<file path="config.mk">
export PLATFORM = sky130hd
export DESIGN_NAME = hmmm_loader
export DESIGN_NICKNAME = d
export VERILOG_FILES = /design/src/rtl/hmmm_loader_pkg.sv /design/src/rtl/hmmm_loader_asm.sv /design/src/rtl/hmmm_loader.sv
export SDC_FILE = /design/constraint.sdc
export NUM_CORES = 1
export LEC_CHECK = 0
export CAP_MARGIN = 20
export CELL_PAD_IN_SITES_DETAIL_PLACEMENT = 0
export CELL_PAD_IN_SITES_GLOBAL_PLACEMENT = 1
export CORE_ASPECT_RATIO = 0.5
export CORE_MARGIN = 5
export CORE_UTILIZATION = 35
export CTS_BUF_LIST = sky130_fd_sc_hd__clkbuf_2
export DETAILED_ROUTE_END_ITERATION = 8
export GPL_TIMING_DRIVEN = 0
export MAX_ROUTING_LAYER = met4
export PLACE_DENSITY = 0.79
export SETUP_SLACK_MARGIN = 0.2
export SLEW_MARGIN = 10
export SYNTH_ARGS = -nofsm -noshare
export SYNTH_HDL_FRONTEND = slang
export SYNTH_SLANG_ARGS = --single-unit
</file>
<file path="constraint.sdc">
create_clock -name clk -period 3.5 [get_ports clk]
set_input_delay 0.35 -clock clk [delete_from_list [all_inputs] [get_ports clk]]
set_output_delay 0.35 -clock clk [all_outputs]
set_load 0.1 [all_outputs]
</file>
<file path="src/rtl/hmmm_loader_pkg.sv">
// Shared constants, state encoding and state-decode helpers for the hmmm program loader.
package hmmm_loader_pkg;

  localparam int unsigned HMMM_ADDR_W     = 8;
  localparam int unsigned HMMM_WORD_W     = 16;
  localparam int unsigned HMMM_BYTE_W     = 8;
  localparam int unsigned HMMM_STB_W      = 1;
  localparam int unsigned HMMM_PGRM_WORDS = 256;

  typedef enum logic [3:0] {
    ST_IDLE     = 4'd0,
    ST_RST0     = 4'd1,
    ST_COUNT    = 4'd2,
    ST_BYTE_HI  = 4'd3,
    ST_BYTE_LO  = 4'd4,
    ST_STB_ADDR = 4'd5,
    ST_STB_DATA = 4'd6,
    ST_CKSUM    = 4'd7,
    ST_RST1     = 4'd8,
    ST_DONE     = 4'd9,
    ST_ERR      = 4'd10
  } state_e;

  function automatic logic st_busy(state_e s);
    return !(s inside {ST_IDLE, ST_DONE, ST_ERR});
  endfunction

  function automatic logic st_accept(state_e s);
    return s inside {ST_COUNT, ST_BYTE_HI, ST_BYTE_LO, ST_CKSUM};
  endfunction

endpackage

</file>
<file path="src/rtl/hmmm_loader_asm.sv">
// Byte-to-word assembler for the loader; also keeps the running XOR of accepted bytes.
import hmmm_loader_pkg::*;

module hmmm_loader_asm (
  input  logic                     clk,
  input  logic                     rst,
  input  logic [HMMM_BYTE_W-1:0]   data_i,
  input  logic                     hi_we_i,
  input  logic                     lo_we_i,
  input  logic                     xor_clr_i,
  input  logic                     xor_acc_i,
  output logic [2*HMMM_BYTE_W-1:0] word_o,
  output logic [HMMM_BYTE_W-1:0]   xsum_o
);

  logic [HMMM_BYTE_W-1:0] hi_q, lo_q, xsum_q;

  always_ff @(posedge clk) begin
    if (rst) begin
      hi_q   <= '0;
      lo_q   <= '0;
      xsum_q <= '0;
    end else begin
      if (hi_we_i) hi_q <= data_i;
      if (lo_we_i) lo_q <= data_i;
      if (xor_clr_i)      xsum_q <= '0;
      else if (xor_acc_i) xsum_q <= xsum_q ^ data_i;
    end
  end

  assign word_o = {hi_q, lo_q};
  assign xsum_o = xsum_q;

endmodule

</file>
<file path="src/rtl/hmmm_loader.sv">
// Program-load master for the hmmm core: count byte + big-endian words -> pgrm_addr/pgrm_data strobes.
// Optional trailing checksum byte enabled by HMMM_LOADER_CKSUM_EN.
import hmmm_loader_pkg::*;

module hmmm_loader #(
  parameter int unsigned ADDR_W = HMMM_ADDR_W,
  parameter int unsigned WORD_W = HMMM_WORD_W
) (
  input  logic                   clk,
  input  logic                   rst,
  input  logic                   start,
  input  logic [HMMM_BYTE_W-1:0] s_data,
  input  logic                   s_valid,
  output logic                   s_ready,
  output logic                   pgrm_addr,
  output logic                   pgrm_data,
  output logic [WORD_W-1:0]      ld_data,
  output logic                   cpu_rst,
  output logic                   busy,
  output logic                   done,
  output logic                   err
);

  localparam int unsigned CNT_W = ADDR_W + 1;

  state_e                 state_q, state_d;
  logic [CNT_W-1:0]       count_q, count_d, words_q, words_d;
  logic                   s_ready_q, s_ready_d;
  logic                   pgrm_addr_q, pgrm_addr_d, pgrm_data_q, pgrm_data_d;
  logic                   cpu_rst_q, cpu_rst_d, busy_q, busy_d, done_q, done_d;
  logic [WORD_W-1:0]      ld_data_q, ld_data_d;
  logic                   hi_we, lo_we, xor_clr, xor_acc, fire;
  logic [2*HMMM_BYTE_W-1:0] word;
  logic [HMMM_BYTE_W-1:0] xsum;

  assign fire = s_valid && s_ready_q;

  hmmm_loader_asm u_asm (
    .clk       (clk),
    .rst       (rst),
    .data_i    (s_data),
    .hi_we_i   (hi_we),
    .lo_we_i   (lo_we),
    .xor_clr_i (xor_clr),
    .xor_acc_i (xor_acc),
    .word_o    (word),
    .xsum_o    (xsum)
  );

  // Next state plus next values of every registered output, decoded from state_d.
  always_comb begin
    state_d = state_q;
    count_d = count_q;
    words_d = words_q;
    hi_we   = 1'b0;
    lo_we   = 1'b0;
    xor_clr = 1'b0;
    xor_acc = 1'b0;
    case (state_q)
      ST_IDLE, ST_DONE, ST_ERR: if (start) state_d = ST_RST0;
      ST_RST0: begin
        xor_clr = 1'b1;
        state_d = ST_COUNT;
      end
      ST_COUNT: if (fire) begin
        count_d = (s_data == '0) ? (CNT_W'(1) << ADDR_W) : CNT_W'(s_data);
        words_d = '0;
        xor_acc = 1'b1;
        state_d = ST_BYTE_HI;
      end
      ST_BYTE_HI: if (fire) begin
        hi_we   = 1'b1;
        xor_acc = 1'b1;
        state_d = ST_BYTE_LO;
      end
      ST_BYTE_LO: if (fire) begin
        lo_we   = 1'b1;
        xor_acc = 1'b1;
        state_d = ST_STB_ADDR;
      end
      ST_STB_ADDR: state_d = ST_STB_DATA;
      ST_STB_DATA: begin
        words_d = words_q + CNT_W'(1);
        if (words_d == count_q) begin
`ifdef HMMM_LOADER_CKSUM_EN
          state_d = ST_CKSUM;
`else
          state_d = ST_RST1;
`endif
        end else begin
          state_d = ST_BYTE_HI;
        end
      end
`ifdef HMMM_LOADER_CKSUM_EN
      ST_CKSUM: if (fire) state_d = (s_data == xsum) ? ST_RST1 : ST_ERR;
`endif
      ST_RST1: state_d = ST_DONE;
      default: state_d = ST_IDLE;
    endcase

    s_ready_d   = st_accept(state_d);
    busy_d      = st_busy(state_d);
    pgrm_addr_d = (state_d == ST_STB_ADDR);
    pgrm_data_d = (state_d == ST_STB_DATA);
    cpu_rst_d   = (state_d == ST_RST0) || (state_d == ST_RST1);
    done_d      = (state_d == ST_DONE);
    ld_data_d   = '0;
    if (state_d == ST_STB_ADDR)      ld_data_d = WORD_W'(words_q[ADDR_W-1:0]);
    else if (state_d == ST_STB_DATA) ld_data_d = WORD_W'(word);
  end

  always_ff @(posedge clk) begin
    if (rst) begin
      state_q     <= ST_IDLE;
      count_q     <= '0;
      words_q     <= '0;
      s_ready_q   <= 1'b0;
      busy_q      <= 1'b0;
      pgrm_addr_q <= 1'b0;
      pgrm_data_q <= 1'b0;
      cpu_rst_q   <= 1'b0;
      done_q      <= 1'b0;
      ld_data_q   <= '0;
    end else begin
      state_q     <= state_d;
      count_q     <= count_d;
      words_q     <= words_d;
      s_ready_q   <= s_ready_d;
      busy_q      <= busy_d;
      pgrm_addr_q <= pgrm_addr_d;
      pgrm_data_q <= pgrm_data_d;
      cpu_rst_q   <= cpu_rst_d;
      done_q      <= done_d;
      ld_data_q   <= ld_data_d;
    end
  end

`ifdef HMMM_LOADER_CKSUM_EN
  logic err_q;
  always_ff @(posedge clk) begin
    if (rst) err_q <= 1'b0;
    else     err_q <= (state_d == ST_ERR);
  end
  assign err = err_q;
`else
  // Running XOR has no consumer without the checksum byte.
  logic unused_xsum;
  assign unused_xsum = ^xsum;
  assign err = 1'b0;
`endif

  assign s_ready   = s_ready_q;
  assign busy      = busy_q;
  assign pgrm_addr = pgrm_addr_q;
  assign pgrm_data = pgrm_data_q;
  assign cpu_rst   = cpu_rst_q;
  assign done      = done_q;
  assign ld_data   = ld_data_q;

endmodule

</file>
==> impl_metrics.toml, run 1 <==
[status]
outcome = "completed"

[setup_path]
worstPathRequired_ns = 3.93
crit_path_max_fanout = 7
slowest_stage = "dfxtp_1"
path_cells = "ha_1, nand3_2, or3b_1, a211oi_2, nand4_2, a31o_1"
critPathBufInv = 0
cp-start-kind = "register"
path_delay_family = "simple AND/OR/NAND/NOR gates"
path_class = "reg -> reg"
cp-end-kind = "register"
max_stage_delay_ns = 0.52
critPathArrivalTime_ns = 2.85

[floorplanning]
start_util_pct = 36.4
dieArea_mm2 = 0.00970
core-area_mm2 = 0.00743
die_h_um = 72.2
pin_count = 35
row_count = 22
die_w_um = 134

[final_layout]
regArea_mm2 = 0.00120
drive_gt1_share_pct = 12.0
fillers = 749
fin_nets = 351
layout_commonest_cell = "dfxtp_1"
syn_to_final_growth_pct = 22.5
final_cell_mix = "dfxtp_1, nor2_1, clkdlybuf4s50_1"
multiInputGateArea_mm2 = 0.00135
n_antenna_cell = 0

[pwr]
p_leak_nw = 1.25
power.switching_uw = 385
ir_drop_mv = 0.178
total_power_mw = 1.43
p_sw_share_pct = 26.9
clkPwrFrac_pct = 41.3
pwr-share-seq_pct = 48.6
intPower_mw = 1.05
p_per_area_mw_per_mm2 = 432
comb_power_share_pct = 10.1

[worst_hold_path]
hold_path_class = "in -> reg"

[logic_synthesis]
synth-xor-area-share_pct = 3.74
synth_area_leaders = "dfxtp_1, mux2i_1, nor2_1"
async_flop_share_pct = 0
synthMuxAreaShare_pct = 9.24
synth_cells = 295
yosys.area_share.simple_pct = 22.0
synth_compound_area_share_pct = 14.2
ys_seq_area_share_pct = 44.4
synth_area_mm2 = 0.00271
synth-warning-count = 0
synth_top_area_cell = "dfxtp_1"
synth_cell_types = 54
synth_nets = 308
synth_top_area_share_pct = 44.4
synth_top_family_by_area = "simple AND/OR/NAND/NOR gates"
synth_area_per_cell_um2 = 9.18
synth_adder_area_share_pct = 0.462
synth_edf_count = 0
synth-seq-cells = 60
dominantRegCellSynth = "dfxtp_1"

[detailed_routing]
first_pass_iters = 4
drtIter0Drc = 171
routed_via_density = 5.21
wirelength_mm = 6.54
wire_per_inst_um = 14.9
drtAntennaViolNets = 0
vias = 2285
drc_errors = 0

[placed_design]
portBuffers = 32
place_congestion = 0.961
dp_hpwl_mm = 4.92

[timing]
slew_headroom_pct = 34.5
final.setup_skew_ns = 0.0175
setup_violations = 0
tns_ns = 0
rsz0062_at_grt = "no"
worstMarginPinSlew_ns = 0.979
max_freq_mhz = 412
final_max_slew_viol_count = 0
hold_violations = 0
period_share_pct = 69.3
period_needed_ns = 2.43

[clock_tree]
clkSlewWorstSetupHoldPaths_ns = 0.18
clock_path_buffers = 2
cts_tree = "yes"
cts_root_buf = "clkbuf_2"
cts_htree_levels = 3
numCtsBuffers = 9
clk_latency_ns = 0.51
cts_setup_buffers = 0
numClockSinks = 60
postCtsResizedCells = 0
holdBufCountCts = 0

[global_route]
grt-ovfl-total = 0
grt_start_max_net_pins = 13
antenna_found_initial = 0
grt_usage_pct = 14.6
grt_pass1_wl_mm = 10.8
grt_pass1_vias = 2133

[job]
max_cap_viol_count = 0
synth_stat cells, types with 3 or more instances:
library cell and count:
a21oi_1 19, a22oi_1 8, a31oi_1 4, and2_1 5, and3_1 12, buf_2 6, buf_4 3, buf_6 4
clkbuf_1 11, dfxtp_1 60, inv_1 4, mux2i_1 25, nand2_1 9, nand2b_1 3, nand3_1 4, nand3b_1 3
nor2_1 48, nor4_1 3, o21ai_0 10, or3_1 3, xnor2_1 7
path summary, 6_finish.rpt:
| path | end | startpoint | slack [ns] | cells after the start |
|---|---|---|---|---|
| setup / recovery | s_ready | words_q[0] | 1.07 | 6 |
| hold / removal | cpu_rst | start | 0.41 | 5 |
| setup reg to reg | s_ready | words_q[0] | 1.07 | 6 |
| hold reg to reg | ld_data[14] | u_asm.hi_q[6] | 0.49 | 1 |
power by group through the flow:
stage          Combinational, mW  Clock, mW  Sequential (mW)
2_1_floorplan             0.0722          0            0.736
4_1_cts                    0.143      0.605            0.696
6_report                   0.144      0.591            0.696
3_5_place_dp               0.143          0            0.710
5_1_grt                    0.154      0.637            0.698
3_3_place_gp               0.141          0            0.710
per-stage QoR:
| stage | utilization, % | area, um2 | hold slack [ns] | setup WS [ns] | instances |
|---|---|---|---|---|---|
| after floorplan | - | 2710 | 0.452 | 1.16 | 295 |
| after global placement | 42.4 | 3150 | 0.460 | 1.13 | 423 |
| after detailed placement | 42.4 | 3150 | 0.466 | 1.08 | 423 |
| after CTS | 44.6 | 3320 | 0.371 | 1.06 | 439 |
| after global routing | 44.6 | 3320 | 0.443 | 0.955 | 439 |
| final | 44.6 | 3320 | 0.405 | 1.07 | 439 |
cell type report:
cell class | count | share of cell area, %
buffer | 24 | 4.19
clock buffer | 9 | 1.36
clock inverter | 7 | 3.70
inverter | 5 | 0.642
multi-input combinational | 206 | 40.6
sequential | 60 | 36.2
tap | 96 | 3.62
timing repair buffer | 32 | 9.66
cell families (layout without fill, tap and decap cells):
logic type | Yosys count | count (layout)
other | 1 | 1
buffers and inverters | 29 | 77
and+or+nand+nor | 110 | 110
adders and majority gates | 1 | 1
DFF | 60 | 60
muxes | 25 | 25
xor gates and xnor gates | 10 | 10
AOI/OAI and AO/OA | 59 | 59
worst min-delay path, stage by stage:
cell and delay [ns]:
clkbuf_1 0.16, nand2_1 0.09, a21oi_1 0.06, o21ai_0 0.16
a21oi_1 0.07
metal layers:
layer | vias to the layer above | track usage, % | routed length, um
met5 | - | - | 0
met4 | 0 | 4.97 | 89
met3 | 10 | 4.85 | 323
met2 | 55 | 21.0 | 2820
met1 | 1091 | 19.3 | 3310
li1 | 1129 | - | -
flip-flops by register name, indices dropped and copies added (netlist names):
name and count:
s_ready 1, u_asm.lo_q 8, pgrm_data 1, u_asm.hi_q 8, state_q 4, busy 1, pgrm_addr 1, done 1
cpu_rst 1, words_q 9, ld_data 16, count_q 9
Note: power is estimated with default switching activity, not from simulation.
==> inputs of run 2 (changes only) <==
- clock period: 3.5 -> 2.35 ns (I/O delays scaled with it)
==> impl_metrics.toml, run 2 (synthesis results as in run 1) <==
[timing]
setup_violations = 0
period_needed_ns = 2.05
final.setup_skew_ns = 0.0203
hold_violations = 0
period_share_pct = 87.1
rsz0062_at_grt = "no"
holdWs_ns = 0.296
worstMarginPinSlew_ns = 0.971
final_max_slew_viol_count = 0
tns_ns = 0
slew_headroom_pct = 35.5
layout_setup_ws_ns = 0.304
max_freq_mhz = 489

[global_route]
grt_start_max_net_pins = 13
grt_usage_pct = 14.7
grt_pass1_vias = 2116
grt_pass1_wl_mm = 10.8
grt-ovfl-total = 0
antenna_found_initial = 0

[placed_design]
post-place-ws_ns = -0.0162
place_congestion = 0.979
dp_hpwl_mm = 4.90
portBuffers = 32

[detailed_routing]
wirelength_met1_mm = 3.28
drtAntennaViolNets = 0
drc_errors = 0
routed_via_density = 5.13
route.met3.wl_um = 278
vias = 2257
wire_per_inst_um = 14.9
route.top_layer_used = "met4"
drtIter0Drc = 199
wirelength_mm = 6.54
first_pass_iters = 4
dr_wl_met2_mm = 2.94

[floorplanning]
die_h_um = 72.2
die_w_um = 134
start_util_pct = 36.4
dieArea_mm2 = 0.00970
core-area_mm2 = 0.00743
row_count = 22
pin_count = 35

[setup_path]
cp-start-kind = "register"
worstPathRequired_ns = 2.75
critPathLaunch = "words_q[0]"
path_class = "reg -> reg"
path_cells = "ha_4, nand3_2, or3b_4, a211oi_4, nand4_4, a31o_1"
worstRegToRegCells = 6
slowest_stage = "or3b_4"
cp-end-kind = "register"
crit_path_max_fanout = 7
critPathArrivalTime_ns = 2.45
max_stage_delay_ns = 0.44
r2r-start = "words_q[0]"

[final_layout]
multiInputGateArea_mm2 = 0.00138
layout_commonest_cell = "dfxtp_1"
n_antenna_cell = 0
fin_nets = 352
regArea_mm2 = 0.00121
fillers = 763
syn_to_final_growth_pct = 21.3
largest_reg_flops = 16
final_cell_mix = "dfxtp_1, nor2_1, mux2i_1"
drive_gt1_share_pct = 13.4

[clock_tree]
cts_tree = "yes"
cts_root_buf = "clkbuf_2"
clkSlewWorstSetupHoldPaths_ns = 0.17
clk_latency_ns = 0.51
cts_htree_levels = 3
numClockSinks = 60
numCtsBuffers = 9
clock_path_buffers = 2

[pwr]
total_power_mw = 1.91
p_leak_nw = 1.33
p_per_area_mw_per_mm2 = 582
ir_drop_mv = 0.240

[worst_hold_path]
hold_path_class = "in -> reg"
hold_start = "start"
hold_path_depth = 5

[status]
outcome = "completed"

[job]
max_cap_viol_count = 0
==> run 2: cell types whose count changed in the layout (fill, tap and decap cells not counted), sizes merged <==
| cell | delta |
|---|---|
| clkinv | +1 |
| dlygate4sd2 | +22 |
| buf | +1 |
| bufinv | -2 |
| inv | +1 |
| clkdlybuf4s50 | -22 |
==> run 2: layout make-up <==
cell class / count / area share (%)
Multi-Input combinational cell: 206 / 41.9
Sequential cell: 60 / 36.7
Timing Repair Buffer: 33 / 9.14
Buffer: 24 / 4.23
Tap cell: 96 / 3.66
Clock inverter: 7 / 2.28
Clock buffer: 9 / 1.37
Inverter: 5 / 0.647
==> run 2: worst max-delay path: cells and delay by family (launching register included) <==
family                   cells  cell delay (ns)
AND/OR/NAND/NOR              3             0.74
AO/OA/AOI/OAI                2             0.59
flip-flops                   1             0.43
adder cells (fa/ha/maj)      1             0.19
==> run 2: power breakdown <==
group | total [mW] | switching, mW | internal (mW) | leakage [nW]
Clock | 0.664 | 0.414 | 0.250 | 0.0666
Combinational | 0.211 | 0.149 | 0.0621 | 0.782
Sequential | 1.04 | 0.00616 | 1.03 | 0.486
==> run 2: stage by stage <==
stage / cell area [um2] / utilization (%) / cells
after global routing: 3290 / 44.2 / 440
after floorplan: 2710 / - / 295
after global placement: 3150 / 42.4 / 423
after CTS: 3250 / 43.8 / 439
after detailed placement: 3150 / 42.4 / 423
final: 3290 / 44.2 / 440
==> run 2: routing by layer <==
metal | GRT usage [%] | vias to the layer above
li1 | - | 1139
met2 | 21.6 | 50
met3 | 4.50 | 2
met1 | 19.2 | 1066
met4 | 5.42 | 0
met5 | - | -
==> run 2: path summary, 6_finish.rpt <==
kind	to	slack (ns)
worst min register to register	ld_data[14]	0.49
worst max-delay path	s_ready	0.30
worst max register to register	s_ready	0.30
worst min-delay path	cpu_rst	0.30
==> run 2: repair_timing <==
item,in CTS,in global routing
setup buffers,0,1
gates resized for setup,25,5
pin swaps,1,1
setup endpoints to repair,28,6
hold buffers,0,0
